[src/rtl/text_row_prefetcher.sv]
// text_row_prefetcher: prefetches each text row of the 1280x800 text mode from the
// character RAM into a double line buffer ahead of display. The single-port RAM is
// shared round-robin between prefetch reads and a host write port.
module text_row_prefetcher #(
  parameter int COLS      = 160,
  parameter int ROWS      = 50,
  parameter int CHAR_H    = 16,
  parameter int H_TOTAL   = 1440,
  parameter int V_VISIBLE = 800,
  parameter int V_TOTAL   = 831,
  parameter int ADDR_W    = 13
) (
  input  logic              clk,
  input  logic              reset,
  input  logic [10:0]       hcount,
  input  logic [9:0]        vcount,
  input  logic [7:0]        disp_col,
  output logic [7:0]        disp_char,
  input  logic              host_req,
  input  logic [ADDR_W-1:0] host_addr,
  input  logic [7:0]        host_data,
  output logic              host_ack,
  output logic [ADDR_W-1:0] ram_addr,
  output logic              ram_we,
  output logic [7:0]        ram_wdata,
  input  logic [7:0]        ram_rdata,
  output logic              fetch_busy,
  output logic              underrun
);

  localparam int CW  = $clog2(COLS + 1);
  localparam int CIW = $clog2(COLS);

  localparam logic [0:0] S_IDLE  = 1'b0;
  localparam logic [0:0] S_FETCH = 1'b1;

  logic [0:0]        state;
  logic              active_buf;
  logic              tgt_buf;
  logic [ADDR_W-1:0] base;
  logic [CW-1:0]     issue_col;
  logic [CIW-1:0]    col_p1;
  logic [CIW-1:0]    col_p2;
  logic              rd_p1;
  logic              rd_p2;
  logic              prev_read;
  logic [7:0]        lbuf [0:1][0:COLS-1];

  logic       line_end;
  logic       row_trig;
  logic       frame_trig;
  logic       wrap_trig;
  logic       trig_swap;
  logic       trig_fetch;
  logic       any_trig;
  logic [9:0] vrow;
  logic [9:0] vphase;
  logic [9:0] fetch_row;
  logic       read_avail;
  logic       host_grant;
  logic       do_read;
  logic       host_in_range;
  logic       cap_en;

  // Decode line-end triggers: row boundaries, end of visible area, end of frame.
  always_comb begin
    line_end   = (hcount == 11'(H_TOTAL - 1));
    vrow       = vcount / 10'(CHAR_H);
    vphase     = vcount % 10'(CHAR_H);
    row_trig   = line_end && (vphase == 10'(CHAR_H - 1)) && (vrow <= 10'(ROWS - 2));
    frame_trig = line_end && (vcount == 10'(V_VISIBLE - 1));
    wrap_trig  = line_end && (vcount == 10'(V_TOTAL - 1));
    trig_swap  = row_trig || wrap_trig;
    trig_fetch = (row_trig && ((vrow + 10'd2) < 10'(ROWS))) || frame_trig || wrap_trig;
    any_trig   = trig_swap || trig_fetch;
    fetch_row  = '0;
    if (row_trig)
      fetch_row = vrow + 10'd2;
    else if (wrap_trig)
      fetch_row = 10'd1;
  end

  // RAM slot arbitration: host gets the slot after any read, or any slot with no read pending.
  // A trigger cycle issues no read, so the in-flight pipeline can be flushed cleanly.
  always_comb begin
    read_avail    = (state == S_FETCH) && (issue_col < CW'(COLS)) && !any_trig;
    host_grant    = host_req && !host_ack && ((state == S_IDLE) || prev_read || !read_avail);
    do_read       = read_avail && !host_grant;
    host_in_range = (host_addr < ADDR_W'(COLS * ROWS));
    cap_en        = (state == S_FETCH) && rd_p2 && !any_trig;
  end

  assign fetch_busy = (state == S_FETCH);

  // Display read from the active line buffer; out-of-range columns read as blank.
  always_comb begin
    disp_char = 8'h00;
    if (disp_col < 8'(COLS))
      disp_char = lbuf[active_buf][CIW'(disp_col)];
  end

  // Control: FSM, buffer swap, RAM port registers, read pipeline and host handshake.
  always_ff @(posedge clk or posedge reset) begin
    if (reset) begin
      state      <= S_IDLE;
      active_buf <= 1'b0;
      tgt_buf    <= 1'b0;
      base       <= '0;
      issue_col  <= '0;
      col_p1     <= '0;
      col_p2     <= '0;
      rd_p1      <= 1'b0;
      rd_p2      <= 1'b0;
      prev_read  <= 1'b0;
      host_ack   <= 1'b0;
      ram_addr   <= '0;
      ram_we     <= 1'b0;
      ram_wdata  <= '0;
      underrun   <= 1'b0;
    end else begin
      host_ack  <= host_grant;
      prev_read <= do_read;
      ram_we    <= 1'b0;
      if (host_grant) begin
        if (host_in_range) begin
          ram_we    <= 1'b1;
          ram_addr  <= host_addr;
          ram_wdata <= host_data;
        end
      end else if (do_read) begin
        ram_addr  <= base + ADDR_W'(issue_col);
        issue_col <= issue_col + 1'b1;
      end
      rd_p1  <= do_read;
      col_p1 <= CIW'(issue_col);
      rd_p2  <= rd_p1;
      col_p2 <= col_p1;
      if (any_trig) begin
        if (trig_swap)
          active_buf <= ~active_buf;
        if (state == S_FETCH)
          underrun <= 1'b1;
        rd_p1 <= 1'b0;
        rd_p2 <= 1'b0;
        if (trig_fetch) begin
          state     <= S_FETCH;
          base      <= ADDR_W'(fetch_row) * ADDR_W'(COLS);
          issue_col <= '0;
          // Target is whichever buffer is inactive once this trigger's swap has applied.
          tgt_buf   <= trig_swap ? active_buf : ~active_buf;
        end else begin
          state <= S_IDLE;
        end
      end else if (cap_en && (col_p2 == CIW'(COLS - 1))) begin
        state <= S_IDLE;
      end
    end
  end

  // Line buffer storage: captures returning RAM data into the fetch target buffer.
  always_ff @(posedge clk or posedge reset) begin
    if (reset) begin
      for (int unsigned b = 0; b < 2; b++)
        for (int unsigned c = 0; c < COLS; c++)
          lbuf[b[0]][CIW'(c)] <= 8'h00;
    end else if (cap_en) begin
      lbuf[tgt_buf][col_p2] <= ram_rdata;
    end
  end

endmodule

[config.mk]
export PLATFORM = sky130hd
export DESIGN_NAME = text_row_prefetcher
export DESIGN_NICKNAME = d
export VERILOG_FILES = /design/src/rtl/text_row_prefetcher.sv
export SDC_FILE = /design/constraint.sdc
export NUM_CORES = 2
export LEC_CHECK = 0
export CORE_MARGIN = 2
export CORE_UTILIZATION = 45
export CTS_BUF_LIST = sky130_fd_sc_hd__clkbuf_2
export DETAILED_ROUTE_END_ITERATION = 10
export SYNTH_ARGS = -nofsm -noshare
export SYNTH_HDL_FRONTEND = slang
export SYNTH_SLANG_ARGS = --single-unit
[constraint.sdc]
create_clock -name clk -period 101 [get_ports clk]
set_clock_uncertainty 0.1 [all_clocks]
set_input_delay 15.15 -clock clk [delete_from_list [all_inputs] [get_ports clk]]
set_output_delay 15.15 -clock clk [all_outputs]
set_load 0.05 [all_outputs]
**Word-level counts from Yosys, hierarchy flattened**

Index checks and enable logic that the tools add are counted.

- Reduce and logical (&&, ||, !) cells: 32
- Bitwise gates (word level): 6
- $mul: 1
- Add/subtract/negate cells: 3
- Order comparisons: 11
- Equality and inequality tests: 6
- Multiplexer cells: 29

Operator list:

| kind | count |
|---|---|
| $mux W1280 | 4 |
| $bwmux W2560 | 1 |
| $demux W1280 S1 | 1 |
| $bmux W8 S8 | 1 |
| $demux W8 S8 | 1 |
| $mux W8 | 8 |
| $mux W13 | 3 |
| $eq A10 B10 Y1 const B | 2 |
| $ge A9 B9 Y1 const B | 2 |
| $not A8 Y9 | 2 |
| $lt A8 B8 Y1 const B | 2 |
| $logic_and A1 B1 Y1 | 15 |
| $add A13 B8 Y13 | 1 |
| $lt A13 B13 Y1 const B | 1 |
| $eq A11 B11 Y1 const B | 1 |
| $lt A10 B6 Y1 const B | 1 |
| $mul A10 B3 Y8 const B | 1 |
| $mux W10 | 1 |
| $reduce_and A2 Y1 | 5 |
| $lt A9 B1 Y1 const B | 1 |
| $mux W1 | 9 |
| $add A8 B1 Y8 const B | 1 |
| $eq A8 B8 Y1 const B | 1 |
| $add A6 B2 Y7 const B | 1 |
| other kinds (10) | 22 |

- Logic and storage cells: 423
- Output and inout port bits: 33
- Input bits: 61
- Flip-flop bits (word level): 2622

**Depth between registers and ports, before layout**

- Depth after elaboration: 18
- Depth in mapped cells: 14
- Depth with buffers taken out: 13

**Worst setup path before layout**

OpenSTA, ideal clock, no wires.

- Kind: input to output
- Start point: in disp_col[3]
- End point: out disp_char[2]
- Arrival time: 18.644 ns
- Setup slack: 67.106 ns
- Data required time: 85.750 ns
- Stages: 8
- Cell sequence: clkbuf_1 > or3b_2 > clkbuf_1 > o22ai_1 > a2111oi_0 > o21a_1 > or4_1 > o311ai_0

- Word-level cells in the longest chain between the ends: 5
- Elaborated cells between the ends (all ways): 6
- Those cells by class: order compare: 1; mux: 4; bitwise: 1

Ends and longest elaborated chain:

| item | line | source |
|---|---|---|
| from (decl) | 17 | `input logic [7:0] disp_col,` |
| $not A8 Y9 (not written as such) | 99 | `disp_char = lbuf[active_buf][CIW'(disp_col)];` |
| $bmux W8 S8 | 99 |  |
| $mux W8 (not written as such) (2 in series) | 99 |  |
| $mux W8 * | 98 | `if (disp_col < 8'(COLS))` |
| to (decl) | 18 | `output logic [7:0] disp_char,` |

Mark *: on every way between the ends. The rest lies on a longest branch, timed or not. The select of a mux whose other input is x is not followed.

**Worst setup path in the final report**

- Start point: in disp_col[0]
- End point: out disp_char[5]

Same word-level chain as after synthesis.

==> impl_metrics.yaml <==
place:
  gp_congestion: 0.831
  dp_cells: 10848
  hpwlAfterDp_um: 213000
  place_area_sq_um: 124000
  io_buffers: 93
  place_ws_ns: 63.37
power:
  intPower_mw: 1.38
  swShare_pct: 27.7
  p_comb_share_pct: 5.8
  report.power.total_mw: 1.91
  power_frac_clock_pct: 38.7
  seqPwrFrac_pct: 55.4
  power_density_nw_per_um2: 14.6
  irDropWorstVdd_mv: 0.00781
  p_leak_nw: 63.8
  p_sw_mw: 0.528
routing:
  drtAntennaViolNets: 0
  vias_per_cell: 5.92
  drt_iter0_drc: 4758
  wl_per_cell_um: 28.8
  drt_wl_total_um: 346000
  drc: 0
  drt_first_pass_iters: 5
  vias: 71137
floorplan:
  ioPinCount: 94
  dieHeight_um: 521
  design.core.area_sq_um: 265000
  die_width_um: 521
  rows: 189
  start_util_pct: 45.3
  fp.dieArea_sq_um: 271000
timing:
  layout_min_cycle_time_ns: 37.53
  tightestPinTransition_ns: 1.40
  slew_violations: 0
  maxSlewHeadroom_pct: 6.84
  fin_tns_setup_ns: 0
  hold_viol_final: 0
  timing.fmax_mhz: 26.6
  setup_viol: 0
  worst_slack_ns: 63.47
  rsz0062_at_grt: "false"
  holdWs_ns: 0.254
  fin_crit_sh_pct: 37.2
global_routing:
  grt_antenna_before_repair: 11
  grt_max_degree: 225
  globalRouteOverflowTotal: 0
  grt_usage_pct: 25.8
  grt_pass1_vias: 76430
  grt_pass1_wl_um: 520000
clocking:
  htree_levels: 6
  postCtsSetupRepairBufs: 0
  ctsHoldBuffers: 0
  cts_made_buffers: 685
  cts_sinks: 2622
  cts.clk_slew.worst_paths_ns: 0.09
  cts_root_buffer: "clkbuf_2"
  cts_tree: "yes"
  post_cts_resized: 0
  clock_path_buffers: 4
  clkLatencyLatePin_ns: 1.89
layout:
  stdcell_count: 12009
  final_core_util_pct: 49.2
  drive_above_1_share_pct: 48.9
  fin_nets: 8079
  areaGrowthSynthToFinish_pct: 8.57
  stdcell_area_sq_um: 131000
logic_synthesis:
  async_reset_ff_share_pct: 100
  synthCells: 7655
  ys_warn_count: 0
  syn_nets: 7732
  synth_cell_types: 75
  syn_area_sq_um: 120000
  synth_ff_type: "dfrtp_1"
  avgSynthCellArea_sq_um: 15.7
  synth-seq-area-share_pct: 54.6
  synth-edff-count: 0
  synth_seq_cells: 2622
worst_setup_path:
  required_ns: 85.75
  end_kind: "primary output"
  path_buf_inv: 6
  cp_top_family: "buffers and inverters"
  slowest_delay_ns: 0.88
  path_max_fanout: 62
  critical_path_class: "input port to primary output"
  slowest_stage: "buf_4"
  critPathMostFrequentCell: "buf_4"
  path_cells: "buf_8 > buf_4 > buf_4 > buf_4 > buf_4 > mux4_2 > mux4_2 > a22oi_1 > nor2_1 > nor3_1 > nor3_1 > clkdlybuf4s50_1"
  arrival_ns: 22.28
  start_kind: "input port"
job:
  maxCapViolCount: 0
hold_path:
  hp-class: "flip-flop to flip-flop"
status:
  status: "finished, final reports clean"
==> logic make-up after synthesis <==
family | after synthesis | share of synthesized area (%)
flops | 2622 | 54.6
xor+xnor | 20 | 0.146
compound gates | 293 | 1.69
fa+ha+maj | 16 | 0.179
simple gates | 707 | 2.99
mux | 3411 | 38.2
other cells | 1 | 0.00312
buf+inv | 585 | 2.18
==> worst register-to-register path, delay by kind of cell, from the launching register on <==
kind          cells  cell delay, ns
simple gates      5            2.87
mux               1            0.44
flops             1            0.50
==> cells in the final DEF (no fill, tap or decap), types with 47 or more instances in the layout <==
cell,n
nand2_1,327
dfrtp_1,2621
clkinv_1,74
a21oi_1,47
o21ai_0,48
mux2_2,2081
mux2_1,502
mux2i_1,138
buf_4,126
clkdlybuf4s50_1,80
clkbuf_2,1020
nor2_1,110
mux4_2,682
==> cells in the mapped netlist, types with 6 or more instances <==
| cell | instances | area, sq um |
|---|---|---|
| dfrtp_1 | 2622 | 65600 |
| mux2_2 | 2081 | 23400 |
| mux4_2 | 682 | 15400 |
| mux2_1 | 502 | 5650 |
| clkbuf_1 | 361 | 1360 |
| nand2_1 | 327 | 1230 |
| mux2i_1 | 138 | 1380 |
| nor2_1 | 123 | 462 |
| buf_2 | 117 | 586 |
| buf_4 | 58 | 435 |
| o21ai_0 | 49 | 245 |
| a21oi_1 | 47 | 235 |
| nand2_4 | 40 | 450 |
| nor2_2 | 36 | 225 |
| o22ai_1 | 30 | 188 |
| buf_1 | 27 | 101 |
| nand3_1 | 27 | 135 |
| nor2b_1 | 25 | 156 |
| nor3_1 | 25 | 125 |
| o221ai_1 | 23 | 201 |
| a22oi_1 | 21 | 158 |
| nand2b_1 | 18 | 113 |
| a211oi_1 | 15 | 113 |
| nand4_1 | 15 | 93.8 |
| ha_1 | 14 | 175 |
| inv_1 | 14 | 52.6 |
| a31oi_1 | 12 | 75.1 |
| nor2_4 | 12 | 135 |
| o211ai_1 | 12 | 90.1 |
| and3_1 | 11 | 68.8 |
| xnor2_1 | 10 | 87.6 |
| xor2_1 | 10 | 87.6 |
| a221oi_1 | 9 | 78.8 |
| a2111oi_0 | 8 | 70.1 |
| a32oi_1 | 8 | 70.1 |
| mux2_4 | 8 | 120 |
| o31ai_1 | 8 | 60.1 |
| or2_2 | 8 | 50.1 |
| a221o_1 | 7 | 70.1 |
| and2_1 | 7 | 43.8 |
| nor4_2 | 7 | 87.6 |
| or4_1 | 7 | 52.6 |
| a21o_1 | 6 | 45.0 |
==> power by group through the flow <==
| stage | logic, mW | registers (mW) | clock network (mW) |
|---|---|---|---|
| 2_1_floorplan | 0.0636 | 1.09 | 0 |
| 3_3_place_gp | 0.111 | 1.08 | 0 |
| 3_5_place_dp | 0.113 | 1.08 | 0 |
| 4_1_cts | 0.113 | 1.06 | 0.764 |
| 5_1_grt | 0.120 | 1.06 | 0.823 |
| 6_report | 0.111 | 1.06 | 0.740 |
==> per-layer routing <==
layer	share of wire, %	track usage, %	vias to the layer above
li1	-	-	29723
met1	44	36.1	38737
met2	47	40.5	2100
met3	5.7	5.01	573
met4	3.1	8.40	4
met5	0.0090	0	-
==> path summary, 6_finish.rpt <==
kind | from | to | slack (ns) | cells past startpoint
max reg2reg | fetch_busy$_DFFE_PP0P_ | lbuf[2034]$_DFFE_PP0P_ | 96.83 | 6
min reg2reg | col_p1[5]$_DFF_PP0_ | col_p2[5]$_DFF_PP0_ | 0.25 | 0
min in group asynchronous | reset | lbuf[1452]$_DFFE_PP0P_ | 13.86 | 2
min | col_p1[5]$_DFF_PP0_ | col_p2[5]$_DFF_PP0_ | 0.25 | 0
max in group asynchronous | reset | lbuf[683]$_DFFE_PP0P_ | 80.31 | 9
max | disp_col[0] | disp_char[5] | 63.47 | 12
==> registers in the layout (all words and copies together) (netlist names), 8 cells and up <==
signal	cells
base	8
lbuf	2560
ram_wdata	8
issue_col	8
col_p1	8
col_p2	8
ram_addr	13
==> area by class of cell <==
class / count / area, sq um
Tap cell: 3533 / 4420
Timing Repair Buffer: 230 / 2160
Antenna cell: 13 / 32.5
Inverter: 15 / 71.3
Clock buffer: 1020 / 5100
Clock inverter: 128 / 916
Multi-Input combinational cell: 4448 / 52200
Sequential cell: 2622 / 65600
Fill cell: 23024 / 135000
Note: power is estimated with default switching activity, not from simulation.
